File: config.mk
export PLATFORM = sky130hd
export DESIGN_NAME = uart_core_avmm_flat
export DESIGN_NICKNAME = d
export VERILOG_FILES = /design/src/rtl/uart_core_pkg.sv /design/src/rtl/uart_core_avmm_if.sv /design/src/rtl/uart_rx.sv /design/src/rtl/uart_tx.sv /design/src/rtl/uart_core_avmm.sv /design/src/flat_wrapper.sv
export SDC_FILE = /design/constraint.sdc
export NUM_CORES = 1
export LEC_CHECK = 0
export BUFFER_PORTS_ARGS = -buffer_cell sky130_fd_sc_hd__buf_2
export CAP_MARGIN = 20
export CORE_ASPECT_RATIO = 1.25
export CORE_MARGIN = 3
export CORE_UTILIZATION = 50
export CTS_BUF_LIST = sky130_fd_sc_hd__clkbuf_16
export DETAILED_ROUTE_END_ITERATION = 6
export PLACE_DENSITY = 0.68
export SLEW_MARGIN = 20
export SYNTH_ARGS = -nofsm -noshare
export SYNTH_HDL_FRONTEND = slang
export SYNTH_HIERARCHICAL = 1
export SYNTH_SLANG_ARGS = --single-unit
export TNS_END_PERCENT = 30
File: constraint.sdc
create_clock -name clk_i -period 2.4 [get_ports clk_i]
set_clock_uncertainty 0.1 [all_clocks]
set_input_delay 0.6 -clock clk_i [delete_from_list [all_inputs] [get_ports clk_i]]
set_output_delay 0.6 -clock clk_i [all_outputs]
set_load 0.02 [all_outputs]
File: src/rtl/uart_core_pkg.sv
// Shared constants and state encodings for the Avalon-MM UART core.
// Register map, STATUS bit positions and TX/RX FSM state types.
package uart_core_pkg;

    localparam logic [3:0] ADDR_TXDATA = 4'h0;
    localparam logic [3:0] ADDR_STATUS = 4'h1;
    localparam logic [3:0] ADDR_RXDATA = 4'h2;

    localparam int unsigned STAT_TX_READY     = 0;
    localparam int unsigned STAT_RX_VALID     = 1;
    localparam int unsigned STAT_RX_OVERRUN   = 2;
    localparam int unsigned STAT_RX_FRAME_ERR = 3;

    typedef enum logic [1:0] {TxIdle, TxStart, TxData, TxStop} tx_state_e;
    typedef enum logic [1:0] {RxIdle, RxStart, RxData, RxStop} rx_state_e;

endpackage

File: src/rtl/uart_core_avmm_if.sv
// Avalon-MM-style register port: 4-bit address, read/write strobes, 8-bit data.
interface uart_core_avmm_if;
    logic [3:0] avms_address_i;
    logic       avms_read_i;
    logic       avms_write_i;
    logic [7:0] avms_writedata_i;
    logic [7:0] avms_readdata_o;

    modport master (
        output avms_address_i, avms_read_i, avms_write_i, avms_writedata_i,
        input  avms_readdata_o
    );

    modport slave (
        input  avms_address_i, avms_read_i, avms_write_i, avms_writedata_i,
        output avms_readdata_o
    );
endinterface

File: src/rtl/uart_rx.sv
// 8N1 receiver with 2-flop synchroniser; samples at mid-bit, MSB first.
// Emits a one-cycle valid or frame-error pulse at the stop-bit sample.
module uart_rx
    import uart_core_pkg::*;
#(
    parameter int unsigned DIV = 868
) (
    input  logic       clk_i,
    input  logic       arst_i,
    input  logic       rxd_i,
    output logic       valid_o,
    output logic       ferr_o,
    output logic [7:0] data_o
);
    localparam int unsigned CW = (DIV > 1) ? $clog2(DIV) : 1;
    localparam logic [CW-1:0] CntMax  = CW'(DIV - 1);
    localparam logic [CW-1:0] HalfCnt = CW'(DIV / 2);

    logic          s1_q, s2_q, prev_q;
    rx_state_e     state_q, state_d;
    logic [CW-1:0] cnt_q, cnt_d;
    logic [2:0]    idx_q, idx_d;
    logic [7:0]    shreg_q, shreg_d;
    logic          stop_sample;

    always_comb begin
        state_d = state_q;
        cnt_d   = cnt_q + CW'(1);
        idx_d   = idx_q;
        shreg_d = shreg_q;
        unique case (state_q)
            RxIdle: begin
                cnt_d = '0;
                if (prev_q && !s2_q) state_d = RxStart;
            end
            RxStart: begin
                // Line back high at mid-start means it was a glitch.
                if (cnt_q == HalfCnt) begin
                    cnt_d   = '0;
                    idx_d   = '0;
                    state_d = s2_q ? RxIdle : RxData;
                end
            end
            RxData: begin
                if (cnt_q == CntMax) begin
                    cnt_d   = '0;
                    shreg_d = {shreg_q[6:0], s2_q};
                    if (idx_q == 3'd7) state_d = RxStop;
                    else               idx_d   = idx_q + 3'd1;
                end
            end
            RxStop: begin
                if (cnt_q == CntMax) begin
                    cnt_d   = '0;
                    state_d = RxIdle;
                end
            end
            default: state_d = RxIdle;
        endcase
    end

    always_ff @(posedge clk_i or posedge arst_i) begin
        if (arst_i) begin
            s1_q    <= 1'b1;
            s2_q    <= 1'b1;
            prev_q  <= 1'b1;
            state_q <= RxIdle;
            cnt_q   <= '0;
            idx_q   <= '0;
            shreg_q <= '0;
        end else begin
            s1_q    <= rxd_i;
            s2_q    <= s1_q;
            prev_q  <= s2_q;
            state_q <= state_d;
            cnt_q   <= cnt_d;
            idx_q   <= idx_d;
            shreg_q <= shreg_d;
        end
    end

    assign stop_sample = (state_q == RxStop) && (cnt_q == CntMax);
    assign valid_o     = stop_sample && s2_q;
    assign ferr_o      = stop_sample && !s2_q;
    assign data_o      = shreg_q;
endmodule

File: src/rtl/uart_tx.sv
// 8N1 transmitter, MSB first; each bit lasts DIV clocks, frame is 10*DIV clocks.
// A start request is only honoured while idle.
module uart_tx
    import uart_core_pkg::*;
#(
    parameter int unsigned DIV = 868
) (
    input  logic       clk_i,
    input  logic       arst_i,
    input  logic       start_i,
    input  logic [7:0] data_i,
    output logic       ready_o,
    output logic       txd_o
);
    localparam int unsigned CW = (DIV > 1) ? $clog2(DIV) : 1;
    localparam logic [CW-1:0] CntMax = CW'(DIV - 1);

    tx_state_e     state_q, state_d;
    logic [CW-1:0] cnt_q, cnt_d;
    logic [2:0]    idx_q, idx_d;
    logic [7:0]    shreg_q, shreg_d;
    logic          txd_q, txd_d;

    always_comb begin
        state_d = state_q;
        cnt_d   = cnt_q;
        idx_d   = idx_q;
        shreg_d = shreg_q;
        txd_d   = txd_q;
        if (state_q == TxIdle) begin
            if (start_i) begin
                state_d = TxStart;
                cnt_d   = '0;
                idx_d   = '0;
                shreg_d = data_i;
                txd_d   = 1'b0;
            end
        end else if (cnt_q != CntMax) begin
            cnt_d = cnt_q + CW'(1);
        end else begin
            cnt_d = '0;
            unique case (state_q)
                TxStart: begin
                    state_d = TxData;
                    txd_d   = shreg_q[7];
                    shreg_d = {shreg_q[6:0], 1'b0};
                end
                TxData: begin
                    if (idx_q == 3'd7) begin
                        state_d = TxStop;
                        txd_d   = 1'b1;
                    end else begin
                        idx_d   = idx_q + 3'd1;
                        txd_d   = shreg_q[7];
                        shreg_d = {shreg_q[6:0], 1'b0};
                    end
                end
                TxStop:  state_d = TxIdle;
                default: state_d = TxIdle;
            endcase
        end
    end

    always_ff @(posedge clk_i or posedge arst_i) begin
        if (arst_i) begin
            state_q <= TxIdle;
            cnt_q   <= '0;
            idx_q   <= '0;
            shreg_q <= '0;
            txd_q   <= 1'b1;
        end else begin
            state_q <= state_d;
            cnt_q   <= cnt_d;
            idx_q   <= idx_d;
            shreg_q <= shreg_d;
            txd_q   <= txd_d;
        end
    end

    assign ready_o = (state_q == TxIdle);
    assign txd_o   = txd_q;
endmodule

File: src/rtl/uart_core_avmm.sv
// 8N1 UART with Avalon-MM register port: register decode, read mux and RX flags.
// IRQ_event is a level interrupt that mirrors rx_valid.
module uart_core_avmm
    import uart_core_pkg::*;
#(
    parameter int unsigned CLK_FREQ  = 100_000_000,
    parameter int unsigned BAUD_RATE = 115_200
) (
    input  logic              clk_i,
    input  logic              arst_i,
    uart_core_avmm_if.slave   avms,
    output logic              uart_txd_o,
    input  logic              uart_rxd_i,
    output logic              IRQ_event
);
    localparam int unsigned DIV = CLK_FREQ / BAUD_RATE;

    logic       tx_start, tx_ready;
    logic       rx_done, rx_ferr;
    logic [7:0] rx_byte;
    logic       rd_rxdata;
    logic [7:0] status;

    logic [7:0] readdata_q, readdata_d;
    logic [7:0] rx_data_q, rx_data_d;
    logic       rx_valid_q, rx_valid_d;
    logic       overrun_q, overrun_d;
    logic       ferr_q, ferr_d;

    assign tx_start  = avms.avms_write_i && (avms.avms_address_i == ADDR_TXDATA);
    assign rd_rxdata = avms.avms_read_i && (avms.avms_address_i == ADDR_RXDATA);

    uart_tx #(.DIV(DIV)) u_tx (
        .clk_i   (clk_i),
        .arst_i  (arst_i),
        .start_i (tx_start),
        .data_i  (avms.avms_writedata_i),
        .ready_o (tx_ready),
        .txd_o   (uart_txd_o)
    );

    uart_rx #(.DIV(DIV)) u_rx (
        .clk_i   (clk_i),
        .arst_i  (arst_i),
        .rxd_i   (uart_rxd_i),
        .valid_o (rx_done),
        .ferr_o  (rx_ferr),
        .data_o  (rx_byte)
    );

    always_comb begin
        status                    = '0;
        status[STAT_TX_READY]     = tx_ready;
        status[STAT_RX_VALID]     = rx_valid_q;
        status[STAT_RX_OVERRUN]   = overrun_q;
        status[STAT_RX_FRAME_ERR] = ferr_q;
    end

    always_comb begin
        readdata_d = readdata_q;
        if (avms.avms_read_i) begin
            unique case (avms.avms_address_i)
                ADDR_STATUS: readdata_d = status;
                ADDR_RXDATA: readdata_d = rx_data_q;
                default:     readdata_d = '0;
            endcase
        end
    end

    // A byte completing on the same edge as an RXDATA read wins over the clear;
    // it is not an overrun because the old byte was consumed by that read.
    always_comb begin
        rx_data_d  = rx_done ? rx_byte : rx_data_q;
        rx_valid_d = rx_valid_q;
        overrun_d  = overrun_q;
        ferr_d     = ferr_q;
        if (rd_rxdata) begin
            rx_valid_d = 1'b0;
            overrun_d  = 1'b0;
            ferr_d     = 1'b0;
        end
        if (rx_done) begin
            rx_valid_d = 1'b1;
            if (rx_valid_q && !rd_rxdata) overrun_d = 1'b1;
        end
        if (rx_ferr) ferr_d = 1'b1;
    end

    always_ff @(posedge clk_i or posedge arst_i) begin
        if (arst_i) begin
            readdata_q <= '0;
            rx_data_q  <= '0;
            rx_valid_q <= 1'b0;
            overrun_q  <= 1'b0;
            ferr_q     <= 1'b0;
        end else begin
            readdata_q <= readdata_d;
            rx_data_q  <= rx_data_d;
            rx_valid_q <= rx_valid_d;
            overrun_q  <= overrun_d;
            ferr_q     <= ferr_d;
        end
    end

    assign avms.avms_readdata_o = readdata_q;
    assign IRQ_event            = rx_valid_q;
endmodule

File: src/flat_wrapper.sv
// flat-port wrapper written by rule: the top's interface ports become plain ports
module uart_core_avmm_flat import uart_core_pkg::*;
#(
    parameter int unsigned CLK_FREQ  = 100_000_000,
    parameter int unsigned BAUD_RATE = 115_200
)
  (clk_i, arst_i, uart_txd_o, uart_rxd_i, IRQ_event, avms_avms_address_i, avms_avms_read_i, avms_avms_write_i, avms_avms_writedata_i, avms_avms_readdata_o);
  uart_core_avmm_if avms_i ();
  input  logic clk_i;
  input  logic arst_i;
  output logic uart_txd_o;
  input  logic uart_rxd_i;
  output logic IRQ_event;
  input wire logic [$bits(avms_i.avms_address_i)-1:0] avms_avms_address_i;
  input wire logic [$bits(avms_i.avms_read_i)-1:0] avms_avms_read_i;
  input wire logic [$bits(avms_i.avms_write_i)-1:0] avms_avms_write_i;
  input wire logic [$bits(avms_i.avms_writedata_i)-1:0] avms_avms_writedata_i;
  output wire logic [$bits(avms_i.avms_readdata_o)-1:0] avms_avms_readdata_o;
  assign avms_i.avms_address_i = avms_avms_address_i;
  assign avms_i.avms_read_i = avms_avms_read_i;
  assign avms_i.avms_write_i = avms_avms_write_i;
  assign avms_i.avms_writedata_i = avms_avms_writedata_i;
  assign avms_avms_readdata_o = avms_i.avms_readdata_o;
  uart_core_avmm #(.CLK_FREQ(CLK_FREQ), .BAUD_RATE(BAUD_RATE)) u_core (.clk_i(clk_i), .arst_i(arst_i), .avms(avms_i), .uart_txd_o(uart_txd_o), .uart_rxd_i(uart_rxd_i), .IRQ_event(IRQ_event));
endmodule
# After elaboration in Yosys (flattened, before gate mapping)
# Index checks and enable logic that the tools add are counted.
[op_classes] reduce_logical=25 mux=44 n_eq_ne=23 n_addsub=4
[op_table] cell="$mux W10" count=5
[op_table] cell="$mux W8" count=4
[op_table] cell="$pmux W8 S2" count=2
[op_table] cell="$pmux W10 S3" count=1
[op_table] cell="$mux W3" count=8
[op_table] cell="$add A10 B1 Y10 const B" count=2
[op_table] cell="$mux W2" count=10
[op_table] cell="$ne A2 B2 Y1 const B" count=6
[op_table] cell="$reduce_and A4 Y1" count=3
[op_table] cell="$eq A10 B10 Y1 const B" count=1
[op_table] cell="$eq A10 B9 Y1 const B" count=1
[op_table] cell="$mux W1" count=10
[op_table] cell="$ne A10 B10 Y1 const B" count=1
[op_table] cell="$pmux W2 S4" count=1
[op_table] cell="$reduce_bool A2 Y1" count=4
[op_table] cell="$logic_and A1 B1 Y1" count=7
[op_table] cell="$add A3 B1 Y3 const B" count=2
[op_table] cell="$eq A2 B2 Y1 const B" count=3
[op_table] cell="$eq A3 B3 Y1 const B" count=2
[op_table] cell="$ne A2 B1 Y1 const B" count=3
[op_table] cell="$ne A3 B2 Y1 const B" count=2
[op_table] cell="$pmux W3 S2" count=1
[op_table] cell="$reduce_and A3 Y1" count=2
[op_table] cell="$reduce_and A5 Y1" count=1
[op_table] cell="11 further kinds" count=14
[word_totals] register_bits=69 input_bits=17 word_cells=113

# Logic depth before layout (Yosys ltp)
[depth] ltp_word=6 mapped_depth=8 ltp_nobuf=6

# Modules after synthesis
# Netlist, hierarchy kept.
[modules_own_cells] module="uart_tx" n_inst=1 seq_area_each_um2=601.8 cells_per_inst=131 area_per_inst_um2=1423.9
[modules_own_cells] module="uart_rx" n_inst=1 seq_area_each_um2=654.4 cells_per_inst=103 area_per_inst_um2=1217.4
[modules_own_cells] module="uart_core_avmm" n_inst=1 seq_area_each_um2=475.5 cells_per_inst=53 area_per_inst_um2=772.0

# Worst setup path after synthesis
# No wires, ideal clock.
[synth_path] path_type="reg2reg" startpoint="register u_core.u_rx.cnt_q[0]" endpoint="register u_core.rx_data_q[0]" arrival_ns=1.815 path_slack_ns=0.360 period_less_slack_ns=2.040 setup_ns=0.125 n_path_buf=1 path_stages_with_launch=7 cell_sequence="dfrtp_1 -> ha_1 -> nand3_1 -> or2_2 -> nor3_1 -> buf_2 -> mux2_2"
[synth_between] elab_chain_len=3
[synth_lines] element="start: declaration" line="uart_rx.sv:21" source="logic [CW-1:0] cnt_q, cnt_d;"
[synth_lines] element="start signal: assignment" line="uart_rx.sv:76" source="cnt_q <= cnt_d;"
[synth_lines] element="$eq A10 B10 Y1" line="uart_rx.sv:82" source="assign stop_sample = (state_q == RxStop) && (cnt_q == CntMax);"
[synth_lines] element="$logic_and A1 B1 Y1" line="uart_rx.sv:82"
[synth_lines] element="$logic_and A1 B1 Y1" line="uart_rx.sv:83" source="assign valid_o = stop_sample && s2_q;"
[synth_lines] element="via u_core.rx_done" line="uart_core_avmm.sv:19" source="logic rx_done, rx_ferr;"
[synth_lines] element="end signal: assignment" line="uart_core_avmm.sv:98" source="rx_data_q <= rx_data_d;"
[synth_lines] element="end: declaration" line="uart_core_avmm.sv:25" source="logic [7:0] rx_data_q, rx_data_d;"
# The timed path passes the listed nets, and every way through them passes these cells.
# A chain may end at the register's enable or synchronous reset.

# Final worst setup path
[layout_path] startpoint="register u_core.u_tx.state_q[0]" endpoint="register u_core.u_tx.shreg_q[0]"
[layout_between] word_cells_on_any_way=11 cone_classes="5 x eq/ne; 3 x mux; 3 x reduce/logical"
[layout_lines] element="start: declaration" line="uart_tx.sv:18" source="tx_state_e state_q, state_d;"
[layout_lines] element="start signal: assignment" line="uart_tx.sv:66" source="state_q <= TxIdle;"
[layout_lines] element="start signal: assignment" line="uart_tx.sv:72" source="state_q <= state_d;"
[layout_lines] element="$logic_not A2 Y1 *"
[layout_lines] element="via u_core.tx_ready" line="uart_core_avmm.sv:18" source="logic tx_start, tx_ready;"
[layout_lines] element="$ne A3 B2 Y1 (no source line), or another cell as far along"
[layout_lines] element="$reduce_and A4 Y1 (no source line)"
[layout_lines] element="end signal: assignment" line="uart_tx.sv:75" source="shreg_q <= shreg_d;"
[layout_lines] element="end: declaration" line="uart_tx.sv:21" source="logic [7:0] shreg_q, shreg_d;"
# Mark *: on every way through the listed nets, which the timed path passes. The rest lies on a longest branch. The select of a mux whose other input is x is not followed.

==> impl_metrics.json <==
{
  "status": "completed",
  "antenna_found_initial": 0,
  "ys.flop_type": "dfrtp_1",
  "yosys_warnings": 6,
  "clockBufferDepth": 2,
  "overflow": 0,
  "min_path_type": "in -> async",
  "end_kind": "register",
  "die_area_mm2": 0.007860,
  "dr.pass1.iters": 4,
  "layout.nets": 350,
  "start_util_pct": 51.67,
  "setup_viol": 0,
  "clock.fmax_mhz": 468.2,
  "synth-edff-count": 0,
  "hpwl_um": 4197,
  "whs_ns": 0.2332,
  "grt_max_degree": 28,
  "cts-resized-gates": 0,
  "wl_per_cell_um": 14.77,
  "antenna_left": 0,
  "syn_avg_cell_area_um2": 11.89,
  "cp.arrival_ns": 2.30,
  "drive_gt1_share_pct": 32.42,
  "via_count": 2300,
  "fin_crit_sh_pct": 88.98,
  "worstPathRequired_ns": 2.56,
  "hold_viol": 0,
  "diodes": 0,
  "fp.dieW_um": 79.90,
  "die_y_um": 98.38,
  "async_flop_share_pct": 100.0,
  "cts_sinks": 69,
  "synthDistinctLibCells": 55,
  "tightestPinTransition_ns": 0.9309,
  "vdd_ir_drop_max_uv": 608.5,
  "cp_max_fo": 13,
  "syn-num-nets": 315,
  "areaGrowthSynthToFinish_pct": 16.83,
  "core_area_mm2": 0.006606,
  "clkSlewWorstSetupHoldPaths_ns": 0.06,
  "hold_buffers": 0,
  "io_pins": 27,
  "final_core_utilization_pct": 60.36,
  "viasPerCell": 5.556,
  "syn-instance-count": 287,
  "relSlewSlack_pct": 37.71,
  "tns_ns": 0,
  "rows": 33,
  "clock-root-buffer": "clkbuf_16",
  "grt_pass1_wl_um": 10500,
  "grtUsageTotal_pct": 16.95,
  "drt_iter0_drc": 125,
  "postCtsSetupBuffers": 0,
  "leakagePower_nw": 1.952,
  "gp_congestion": 0.8220,
  "clock_latency_ns": 0.33,
  "worst-setup-path-type": "reg -> reg",
  "cts_buffers": 9,
  "synthesis.area_mm2": 0.003413,
  "cp-start-kind": "register",
  "cts_tree": "done",
  "io_buffers": 26,
  "yosysSeqAreaShare_pct": 50.73,
  "htreeDepth": 3,
  "drt-total-wl_um": 6115,
  "synth_seq_cells": 69,
  "power_density_mw_per_mm2": 982.8,
  "finalMaxSlewViolations": 0,
  "drv_cap": 0,
  "rsz0062_at_grt": "false",
  "grt_pass1_vias": 2312,
  "drc": 0,
  "period_needed_ns": 2.136
}
==> logic make-up after synthesis <==
kind of cell	after synthesis	share of synthesized area (%)
and+or+nand+nor	94	17.01
buffers and inverters	22	3.189
muxes	35	12.24
AOI/OAI and AO/OA	45	9.971
xor gates and xnor gates	11	2.823
adders and majority gates	11	4.032
DFF	69	50.73
==> stage by stage <==
stage	area, µm²	worst slack (ns)	power, mW	instances
6_report	3988	0.2644	3.919	414
5_1_grt	3988	0.1796	4.147	414
4_1_cts	3988	0.3248	3.955	414
3_5_place_dp	3657	0.1753	2.483	398
3_3_place_gp	3657	0.2050	2.456	398
2_1_floorplan	3413	0.3603	2.278	287
==> flip-flops by register name, summed over array words and instances (netlist names), named ones only <==
register and flops:
u_core/u_rx/cnt_q 10, u_core/u_rx/prev_q 1, u_core/u_rx/idx_q 3, u_core/u_tx/shreg_q 8, u_core/u_tx/state_q 2, u_core/u_tx/idx_q 3, u_core/ferr_q 1, u_core/u_tx/txd_o 1
u_core/u_rx/state_q 1, u_core/rx_data_q 8, u_core/u_rx/data_o 8, u_core/overrun_q 1, u_core/u_rx/s1_q 1, u_core/avms.avms_readdata_o 8, u_core/IRQ_event 1, u_core/u_rx/s2_q 1
u_core/u_tx/cnt_q 10
==> critical path: stages, from the launching register on <==
cell,delay (ns)
dfrtp_1,0.41
inv_1,0.13
ha_1,0.23
inv_1,0.12
nor2_1,0.73
o21ai_0,0.22
nand3_1,0.13
==> cell type report <==
cell class	count	area [µm²]
clock buffers	9	225.2
clock inverters	7	105.1
fillers	545	2619
inverters	13	48.80
multi-input cells	196	1573
flip-flops and latches	69	1732
well taps	87	108.9
repair buffers	33	195.2
==> layer usage <==
layer	global-route usage (%)	part of all wire (%)
met5	0	0
met2	25.83	48
met3	2.952	3.0
met1	22.63	47
met4	9.623	1.9
==> where the power goes <==
part,switching (mW),internal (mW),leakage (nW)
combinational,0.454,0.437,0.883
clock,0.517,0.927,0.159
sequential,0.212,1.37,0.910
total,1.18,2.74,1.95
==> Yosys cell counts, drive strengths merged, types with 6 or more instances <==
library cell | number | area share (%)
dfrtp | 65 | 48
mux2 | 33 | 12
nor2 | 20 | 2.2
nand2 | 14 | 1.5
inv | 13 | 1.4
ha | 11 | 4.0
nand3 | 11 | 1.6
nor3 | 11 | 1.8
o21ai | 10 | 1.5
a21oi | 9 | 1.6
a22o | 9 | 2.5
and2b | 8 | 1.9
xor2 | 7 | 1.8
and3 | 6 | 1.3
buf | 6 | 1.4
==> path summary, 6_finish.rpt <==
path / slack, ns / to / from / cells after the start
worst max-delay path: 0.26 / u_core/u_tx/shreg_q[0]$_DFFE_PP0P_ / u_core/u_tx/state_q[0]$_DFFE_PP0P_ / 6
worst min-delay path: 0.23 / u_core/u_tx/idx_q[0]$_DFFE_PP0P_ / arst_i / 3
worst max register to register: 0.26 / u_core/u_tx/shreg_q[0]$_DFFE_PP0P_ / u_core/u_tx/state_q[0]$_DFFE_PP0P_ / 6
worst min register to register: 0.26 / u_core/u_rx/s2_q$_DFF_PP1_ / u_core/u_rx/s1_q$_DFF_PP1_ / 0
max in group asynchronous: 1.47 / u_core/IRQ_event$_DFFE_PP0P_ / arst_i / 2
min in group clk_i: 0.26 / u_core/u_rx/s2_q$_DFF_PP1_ / u_core/u_rx/s1_q$_DFF_PP1_ / 0
==> cell usage in the layout (no fill, tap or decap), drive strengths merged, types with 3 or more instances in the layout <==
master,synthesis,final
nand3,11,11
a22o,9,9
nand4bb,3,3
dfstp,4,4
nor3,11,11
dfrtp,65,65
and3,6,6
xnor2,4,4
xor2,7,7
mux2,33,33
o21ai,10,10
nor4,3,3
ha,11,11
nand2,14,14
clkbuf,3,9
and2b,8,8
inv,13,17
or3,3,3
nand4,5,5
buf,6,33
nor2,20,20
a21oi,9,9
a221o,4,4
Note: power is estimated with default switching activity, not from simulation.
